===== config.mk =====
export PLATFORM = sky130hd
export DESIGN_NAME = sr04_multi_ranger
export DESIGN_NICKNAME = d
export VERILOG_FILES = /design/src/rtl/sr04_multi_ranger.sv
export SDC_FILE = /design/constraint.sdc
export NUM_CORES = 1
export LEC_CHECK = 0
export CAP_MARGIN = 20
export CORE_MARGIN = 5
export CORE_UTILIZATION = 51
export CTS_BUF_LIST = sky130_fd_sc_hd__clkbuf_4 sky130_fd_sc_hd__clkbuf_8
export CTS_CLUSTER_DIAMETER = 30
export CTS_CLUSTER_SIZE = 25
export DETAILED_ROUTE_END_ITERATION = 10
export GPL_ROUTABILITY_DRIVEN = 0
export PLACE_DENSITY_LB_ADDON = 0.08
export SLEW_MARGIN = 15
export SYNTH_ARGS = -nofsm -noshare
export SYNTH_HDL_FRONTEND = slang
export SYNTH_SLANG_ARGS = --single-unit

===== constraint.sdc =====
create_clock -name iClk -period 2.3 [get_ports iClk]
set_clock_uncertainty 0.05 [all_clocks]
set_input_delay 0.46 -clock iClk [delete_from_list [all_inputs] [get_ports iClk]]
set_output_delay 0.46 -clock iClk [all_outputs]
set_load 0.02 [all_outputs]

===== src/rtl/sr04_multi_ranger.sv =====
// Round-robin HC-SR04 ranging engine: pings one sensor at a time and converts echo width (us) to cm per channel.
// Results land one cycle after echo fall or timeout; no backpressure, iStart is ignored while busy. Define SR04_AVG_EN for 2-sample averaging.
module sr04_multi_ranger #(
    parameter int NUM_CH             = 4,
    parameter int DIST_W             = 10,
    parameter int TRIG_US            = 10,
    parameter int ECHO_TIMEOUT_US    = 30000,
    parameter int MEASURE_TIMEOUT_US = 30000,
    parameter int US_PER_CM          = 58,
    parameter int HOLDOFF_US         = 60000
) (
    input  logic                     iClk,
    input  logic                     iRst,
    input  logic                     iTickUs,
    input  logic [NUM_CH-1:0]        iEcho,
    input  logic                     iStart,
    input  logic                     iContinuous,
    output logic [NUM_CH-1:0]        oTrig,
    output logic [NUM_CH*DIST_W-1:0] oDistanceCm,
    output logic [NUM_CH-1:0]        oValid,
    output logic [NUM_CH-1:0]        oTimeout,
    output logic [2:0]               oChannel,
    output logic                     oBusy,
    output logic                     oScanDone
);

    localparam int CH_W   = (NUM_CH > 1) ? $clog2(NUM_CH) : 1;
    localparam int SUB_W  = (US_PER_CM > 1) ? $clog2(US_PER_CM) : 1;
    localparam int MAX_A  = (TRIG_US > ECHO_TIMEOUT_US) ? TRIG_US : ECHO_TIMEOUT_US;
    localparam int MAX_B  = (MEASURE_TIMEOUT_US > HOLDOFF_US) ? MEASURE_TIMEOUT_US : HOLDOFF_US;
    localparam int MAX_US = (MAX_A > MAX_B) ? MAX_A : MAX_B;
    localparam int CNT_W  = $clog2(MAX_US + 1);

    localparam logic [CNT_W-1:0]  TRIG_LAST = CNT_W'(TRIG_US - 1);
    localparam logic [CNT_W-1:0]  ECHO_LAST = CNT_W'(ECHO_TIMEOUT_US - 1);
    localparam logic [CNT_W-1:0]  MEAS_LAST = CNT_W'(MEASURE_TIMEOUT_US - 1);
    localparam logic [CNT_W-1:0]  HOLD_LAST = CNT_W'(HOLDOFF_US - 1);
    localparam logic [SUB_W-1:0]  SUB_LAST  = SUB_W'(US_PER_CM - 1);
    localparam logic [CH_W-1:0]   CH_LAST   = CH_W'(NUM_CH - 1);
    localparam logic [DIST_W-1:0] DIST_MAX  = '1;

    typedef enum logic [2:0] {S_IDLE, S_TRIG, S_WAIT, S_MEAS, S_STORE, S_HOLD} state_t;

    state_t              state_q, state_d;
    logic [CH_W-1:0]     ch_q, ch_d;
    logic [CNT_W-1:0]    cnt_q, cnt_d;
    logic [SUB_W-1:0]    sub_q, sub_d;
    logic [DIST_W-1:0]   dist_q, dist_d;
    logic                tmo_q, tmo_d;
    logic                done_q, done_d;
    logic [NUM_CH-1:0]   sync1_q, sync2_q, prev_q;
    logic [DIST_W-1:0]   mem_q [NUM_CH];
    logic [DIST_W-1:0]   mem_d [NUM_CH];
    logic [NUM_CH-1:0]   valid_q, valid_d, tflag_q, tflag_d;
`ifdef SR04_AVG_EN
    logic [NUM_CH-1:0]   first_q, first_d;
    logic [DIST_W:0]     avg_sum;
    assign avg_sum = {1'b0, mem_q[ch_q]} + {1'b0, dist_q};
`endif

    logic echo_s, rise, fall, go, trig_end, wait_tmo, meas_tick, meas_tmo, hold_end, last_ch;

    // Edge detection compares the synced echo against one more delayed copy.
    assign echo_s    = sync2_q[ch_q];
    assign rise      = echo_s & ~prev_q[ch_q];
    assign fall      = ~echo_s & prev_q[ch_q];
    assign go        = iStart | iContinuous;
    assign trig_end  = iTickUs && (cnt_q == TRIG_LAST);
    assign wait_tmo  = iTickUs && !rise && (cnt_q == ECHO_LAST);
    assign meas_tick = iTickUs & echo_s;
    assign meas_tmo  = meas_tick && (cnt_q == MEAS_LAST);
    assign hold_end  = iTickUs && (cnt_q == HOLD_LAST);
    assign last_ch   = (ch_q == CH_LAST);

    always_ff @(posedge iClk) begin
        if (iRst) begin
            state_q <= S_IDLE;
        end else begin
            state_q <= state_d;
        end
    end

    always_comb begin
        state_d = state_q;
        case (state_q)
            S_IDLE:  if (go) state_d = S_TRIG;
            S_TRIG:  if (trig_end) state_d = S_WAIT;
            S_WAIT:  if (rise) state_d = S_MEAS;
                     else if (wait_tmo) state_d = S_STORE;
            S_MEAS:  if (fall || meas_tmo) state_d = S_STORE;
            S_STORE: state_d = S_HOLD;
            S_HOLD:  if (hold_end) state_d = last_ch ? S_IDLE : S_TRIG;
            default: state_d = S_IDLE;
        endcase
    end

    always_comb begin
        oTrig = '0;
        if (state_q == S_TRIG) oTrig[ch_q] = 1'b1;
        oBusy = (state_q != S_IDLE);
    end

    always_comb begin
        ch_d    = ch_q;
        cnt_d   = cnt_q;
        sub_d   = sub_q;
        dist_d  = dist_q;
        tmo_d   = tmo_q;
        done_d  = 1'b0;
        mem_d   = mem_q;
        valid_d = valid_q;
        tflag_d = tflag_q;
`ifdef SR04_AVG_EN
        first_d = first_q;
`endif
        case (state_q)
            S_IDLE: begin
                if (go) begin
                    ch_d  = '0;
                    cnt_d = '0;
                end
            end
            S_TRIG: begin
                tmo_d = 1'b0;
                if (iTickUs) cnt_d = trig_end ? '0 : cnt_q + CNT_W'(1);
            end
            S_WAIT: begin
                if (rise) begin
                    cnt_d  = '0;
                    sub_d  = '0;
                    dist_d = '0;
                end else if (iTickUs) begin
                    cnt_d = cnt_q + CNT_W'(1);
                    if (wait_tmo) tmo_d = 1'b1;
                end
            end
            S_MEAS: begin
                if (meas_tick) begin
                    cnt_d = cnt_q + CNT_W'(1);
                    if (sub_q == SUB_LAST) begin
                        sub_d = '0;
                        if (dist_q != DIST_MAX) dist_d = dist_q + DIST_W'(1);
                    end else begin
                        sub_d = sub_q + SUB_W'(1);
                    end
                    if (meas_tmo) tmo_d = 1'b1;
                end
            end
            S_STORE: begin
                cnt_d = '0;
                if (tmo_q) begin
                    valid_d[ch_q] = 1'b0;
                    tflag_d[ch_q] = 1'b1;
`ifdef SR04_AVG_EN
                    first_d[ch_q] = 1'b1;
`endif
                end else begin
                    valid_d[ch_q] = 1'b1;
                    tflag_d[ch_q] = 1'b0;
`ifdef SR04_AVG_EN
                    mem_d[ch_q]   = first_q[ch_q] ? dist_q : DIST_W'(avg_sum >> 1);
                    first_d[ch_q] = 1'b0;
`else
                    mem_d[ch_q]   = dist_q;
`endif
                end
            end
            S_HOLD: begin
                if (iTickUs) cnt_d = cnt_q + CNT_W'(1);
                if (hold_end) begin
                    cnt_d = '0;
                    if (last_ch) done_d = 1'b1;
                    else         ch_d   = ch_q + CH_W'(1);
                end
            end
            default: ;
        endcase
    end

    always_ff @(posedge iClk) begin
        if (iRst) begin
            ch_q    <= '0;
            cnt_q   <= '0;
            sub_q   <= '0;
            dist_q  <= '0;
            tmo_q   <= 1'b0;
            done_q  <= 1'b0;
            sync1_q <= '0;
            sync2_q <= '0;
            prev_q  <= '0;
            valid_q <= '0;
            tflag_q <= '0;
            for (int k = 0; k < NUM_CH; k++) mem_q[k] <= '0;
`ifdef SR04_AVG_EN
            first_q <= '1;
`endif
        end else begin
            ch_q    <= ch_d;
            cnt_q   <= cnt_d;
            sub_q   <= sub_d;
            dist_q  <= dist_d;
            tmo_q   <= tmo_d;
            done_q  <= done_d;
            sync1_q <= iEcho;
            sync2_q <= sync1_q;
            prev_q  <= sync2_q;
            valid_q <= valid_d;
            tflag_q <= tflag_d;
            mem_q   <= mem_d;
`ifdef SR04_AVG_EN
            first_q <= first_d;
`endif
        end
    end

    for (genvar k = 0; k < NUM_CH; k++) begin : g_dist
        assign oDistanceCm[k*DIST_W +: DIST_W] = mem_q[k];
    end

    assign oChannel  = 3'(ch_q);
    assign oValid    = valid_q;
    assign oTimeout  = tflag_q;
    assign oScanDone = done_q;

endmodule


Yosys cells after proc, flatten, opt, wreduce, memory -nomap -nowiden:

Index checks and enable logic that the tools add are counted.

* add/sub/neg operators: 4
* order comparisons: 4
* equality and inequality tests: 26
* multiplexer cells: 48
* bitwise gates (word level): 15
* reduce and logical (&&, ||, !) cells: 23

Operators with widths (count)
* 2-to-1 mux 16 bit: 7
* one-hot mux 16 bit (6 select lines): 1
* 2-to-1 mux 10 bit: 5
* bitwise mux 40 bit: 1
* inequality test 2 bit (second input constant): 14
* demux 10 bit (select 2 bit): 1
* one-hot mux 10 bit (2 select lines): 1
* 2-to-1 mux 3 bit: 6
* 2-to-1 mux 6 bit: 3
* one-hot mux 3 bit (6 select lines): 1
* adder 16 x 1 -> 16 bit (second input constant): 1
* equality test 16 x 15 -> 1 bit (second input constant): 1
* equality test 16 bit (second input constant): 1
* equality test 16 x 4 -> 1 bit (second input constant): 1
* 2-to-1 mux 4 bit: 3
* one-hot mux 6 bit (2 select lines): 1
* adder 10 x 1 -> 10 bit (second input constant): 1
* 2-to-1 mux 1 bit: 10
* inequality test 10 bit (second input constant): 1
* AND reduction 5 bit: 2
* bitwise AND 4 bit: 2
* OR 4 bit: 2
* AND reduction 4 bit: 2
* logical AND 1 bit: 7
* 32 further kinds: 45

* flip-flop bits (word level): 99
* input port bits: 9
* output and inout bits: 57
* logic and storage cells: 136

Depth between registers and ports, before layout:

* word-level depth: 11
* depth in mapped cells: 9
* depth with buffers taken out: 8

Worst setup path before layout:

Ideal clock, no wire load.

* path kind: flip-flop to flip-flop
* from: register ch_q[0]
* to: register cnt_q[15]
* setup time: 79 ps
* arrival: 2337 ps
* data required time: 2171 ps
* setup slack: -166 ps
* cell stages (with the launch flop): 8
* buffers on the path: 1
* cell sequence: dfxtp_1 buf_6 mux4_2 nor2b_4 o32ai_4 a21oi_2 or4_1 o211ai_1

* cells in the longest elaborated chain, start to end: 6
* elaborated cells between the ends (all ways): 11
* those cells by class: 1 x eq/ne; 6 x mux; 3 x bitwise; 1 x reduce/logical

RTL lines
* start, declared: line 45 `logic [CH_W-1:0] ch_q, ch_d;`
* start signal, assigned: line 198 `ch_q <= ch_d;`
* binary-select mux 1 bit (select 2 bit): line 65 `assign rise = echo_s & ~prev_q[ch_q];`
* 2-to-1 mux 1 bit (implied by the code): line 65
* NOT 1 bit: line 65
* bitwise AND 1 bit: line 65
* 2-to-1 mux 16 bit: line 128 `if (rise) begin`
* one-hot mux 16 bit (6 select lines): line 116 `case (state_q)`
* end signal, assigned: line 199 `cnt_q <= cnt_d;`
* end, declared: line 46 `logic [CNT_W-1:0] cnt_q, cnt_d;`

Parallel ways exist; a longest one is shown, timed or not. The select of a mux whose other input is x is not followed.
A chain may end at the register's enable or synchronous reset.

Worst setup path in the final report:

* from: register ch_q[0]
* to: register cnt_q[12]

The elaborated chain is that of the path after synthesis.

==> Implementation_results.wiki <==
{| class="wikitable"
! Metric !! Value
|-
| Run status || complete, no violations
|-
| Worst setup EP type || flip-flop
|-
| Top fanout value on the critical path || 7
|-
| Mapped Area || 4716 um2
|-
| Slowest stage cell, crit path || sky130_fd_sc_hd__mux4_2
|-
| Number of maximum-capacitance constraint violations || 0
|-
| Worst Min Path Start || sync1_q[3]
|-
| Vias in the first global route || 4534
|-
| Fraction of synthesized area in multiplexers || 1.433%
|-
| Critical Path Max Stage Delay || 0.50 ns
|-
| Library cell used as clock root buffer || sky130_fd_sc_hd__clkbuf_8
|-
| Leftover overflow at the end of global routing || 0
|-
| Number of cells in the design after placement || 780
|-
| Synth Net Count || 600
|-
| Part of the cycle the worst path needs || 97.35%
|-
| Routed WL || 13170 um
|-
| Number of buffers added to fix hold violations after cts || 0
|-
| Category of the most critical setup path || flip-flop to flip-flop
|-
| Area fraction in and, or, nand and nor cells after synthesis || 29.90%
|-
| Final Core Density || 67.03%
|-
| Cell row count || 35
|-
| Hold_ws || 0.3977 ns
|-
| Average footprint of a synthesized cell || 8.103 um2
|-
| Core footprint || 9109 um2
|-
| Xor and xnor area share after synthesis || 2.414%
|-
| Count of pins over their slew limit || 0
|-
| Most numerous cell types in the synthesized netlist || sky130_fd_sc_hd__dfxtp_1 (99), sky130_fd_sc_hd__nand2_1 (84), sky130_fd_sc_hd__a21oi_1 (71)
|-
| Reg-to-reg critical path endpoint || cnt_q[12]
|-
| Avg Vias per Cell || 5.894
|-
| Compound-gate portion of the synthesized area || 17.41%
|-
| Routed wire per std cell || 16.46 um
|-
| Num Clock Sinks || 99
|-
| Clock transition at the registers of the reported paths || 0.10 ns
|-
| Number of cells on the worst hold path || 1
|-
| Most used flip-flop cell after synthesis || sky130_fd_sc_hd__dfxtp_1
|-
| Clock Latency Late Sink || 0.36 ns
|-
| Number of flip-flops and latches in the synthesized netlist || 99
|-
| Die Span Y || 106.2 um
|-
| Initial cell density of the core || 51.77%
|-
| Worst Setup Slack, final || 0.06084 ns
|-
| Finished Layout Cells || 800
|-
| Largest cells by area after synthesis || sky130_fd_sc_hd__dfxtp_1 (42%), sky130_fd_sc_hd__a21oi_1 (7.5%), sky130_fd_sc_hd__nand2_1 (6.7%)
|-
| Synthesis-to-layout area growth || 29.48%
|-
| Power density relative to cell area || 714.1 nW/um2
|-
| Sequential fraction of the synthesis area || 42.03%
|-
| Top-area cell type share of the netlist area || 42.03%
|-
| Share of cells above drive strength 1 || 17.27%
|-
| Arithmetic-cell share of the synthesized area counting full adders, half adders and majority gates || 2.388%
|-
| Post-route DRC || 0
|-
| Fillcell total || 789
|-
| Post-synthesis cell type count || 69
|-
| Number of buffers on the longest clock path || 2
|-
| Top-count cell post-synth || sky130_fd_sc_hd__dfxtp_1
|-
| Class of the most critical hold timing path || flip-flop to flip-flop
|-
| Number of detailed-routing iterations run before antenna repair || 5
|-
| Setup violators final || 0
|-
| Area of the die || 11270 um2
|-
| Worst Hold Path EP || sync2_q[3]
|-
| Synthesized netlist cell count || 582
|-
| Net total in the final layout || 702
|-
| Cell type with the largest total area after synthesis || sky130_fd_sc_hd__dfxtp_1
|-
| Pleak || 0.002189 uW
|-
| Final critical-path required period || 2.239 ns
|-
| Diode count || 0
|-
| Fmax || 446.6 MHz
|-
| Number of antenna violations at the first check in global routing || 0
|-
| Register-to-Register Setup Slack || 0.06 ns
|-
| TritonCTS clock tree || yes
|-
| Number of endpoints with negative hold slack in the final report || 0
|-
| Number of enable-type register cells in the synthesized netlist || 0
|-
| Final HPWL DP || 9790 um
|-
| Total I/O pin count || 66
|-
| CP Data Required Time || 2.51 ns
|-
| Pin count of the biggest net entering global routing || 52
|-
| Overall via count from detail_route || 4715
|-
| Critical path startpoint category || flip-flop
|-
| Number of buffers added by the clock tree synthesis step || 9
|-
| Drt initial violations || 262
|-
| H-Tree Depth || 3
|-
| Total number of yosys warnings || 0
|-
| Worst-path cell chain || mux4_2, nor2b_4, o32ai_4, buf_4, o21ai_2, a31o_1, a311oi_1
|-
| Setup repair after global routing missed its margin || true
|-
| Remaining antenna violation count after routing || 0
|-
| VDD IR max || 390.6 uV
|-
| Main combinational cell family by area after synthesis || simple AND/OR/NAND/NOR gates
|-
| Total routing usage reported by global routing || 23.25%
|-
| Horizontal extent of the die || 106.2 um
|-
| PortBufs || 64
|-
| Worst Reg2Reg Path Length in Cells || 7
|-
| Post-synth ARST share || 0%
|-
| Launch point of the worst reg-to-reg path || ch_q[0]
|-
| WP data arrival || 2.45 ns
|-
| Post-placement setup slack || -0.4437 ns
|-
| Wire length of the first global-routing pass || 21530 um
|}
## per-layer routing
| metal | up-vias | share of wire (%) | global-route usage (%) | wire length [um] |
|---|---|---|---|---|
| met5 | - | 0 | 0 | 0 |
| met3 | 26 | 6.1 | 4.007 | 805 |
| met4 | 0 | 2.1 | 7.863 | 276 |
| li1 | 2288 | - | - | - |
| met2 | 174 | 51 | 42.40 | 6746 |
| met1 | 2227 | 41 | 27.38 | 5342 |
## layout make-up
cell class	instances	area (um2)	share of cell area (%)
clock buffer	10	137.6	2.254
inverter	10	37.54	0.6148
tap	111	138.9	2.275
multi-input combinational	433	2579	42.23
sequential	99	1989	32.58
timing repair buffer	131	1129	18.48
clock inverter	6	95.09	1.557
## placed cells by master (no fill, tap or decap), types with 13 or more instances in the layout
cell	n
sky130_fd_sc_hd__nor2b_1	13
sky130_fd_sc_hd__and3_1	15
sky130_fd_sc_hd__nor2_1	32
sky130_fd_sc_hd__a21oi_1	70
sky130_fd_sc_hd__buf_4	67
sky130_fd_sc_hd__clkdlybuf4s50_1	57
sky130_fd_sc_hd__nand4_1	18
sky130_fd_sc_hd__nand2_1	84
sky130_fd_sc_hd__dfxtp_1	95
sky130_fd_sc_hd__nand3_1	62
## worst max-delay path: cells and delay by family (launching register included)
kind	cells	cell delay (ns)
buf+inv	1	0.21
simple gates	1	0.16
flops	1	0.36
compound gates	4	0.88
mux	1	0.50
## stage by stage
stage,instance area (um2),total power [uW],TNS [ns]
finish,6106,4360,0
CTS,6047,4325,-0.03531
detailed placement,5802,3054,-10.31
global placement,5802,3031,-8.490
floorplan,4720,2554,0
global route,6106,4562,-0.01233
## cell families (layout without fill, tap and decap cells)
logic type,Yosys count,in the layout
AND/OR/NAND/NOR,275,275
multiplexers,4,4
AO/OA/AOI/OAI,131,131
XOR/XNOR,13,13
adder cells (fa/ha/maj),9,9
buffers and inverters,50,157
other,1,1
flip-flops,99,99
## flip-flops by register name, indices dropped and copies added, names as in the netlist, named ones only
| register | flops |
|---|---|
| sub_q | 6 |
| oDistanceCm | 40 |
| oScanDone | 1 |
| cnt_q | 16 |
| dist_q | 10 |
| tmo_q | 1 |
| sync1_q | 4 |
| ch_q | 2 |
| sync2_q | 4 |
| prev_q | 4 |
| state_q | 3 |
## power by group
group / internal [uW] / switching (uW) / leakage [uW] / total [uW]
sequential: 1740 / 44.2 / 0.000802 / 1790
combinational: 538 / 744 / 0.00128 / 1280
clock: 654 / 634 / 0.000111 / 1290
total: 2940 / 1420 / 0.00219 / 4360
## worst max path at each step
stage / end / cells after the start / startpoint
final: cnt_q[12] / 7 / ch_q[0]
after detailed placement: cnt_q[7] / 8 / iTickUs
after CTS: oTrig[2] / 6 / ch_q[0]
after global placement: cnt_q[7] / 8 / iTickUs
after global routing: cnt_q[15] / 6 / ch_q[0]
after floorplan: cnt_q[15] / 7 / ch_q[0]
## repair_timing
| item | CTS | global route |
|---|---|---|
| pin swaps | 1 | 4 |
| endpoints found under the hold margin | 0 | 0 |
| endpoints found under the setup margin | 11 | 26 |
| gates resized for setup | 9 | 15 |
| cloned | 0 | 0 |
| buffers inserted | 1 | 3 |
Note: power is estimated with default switching activity, not from simulation.
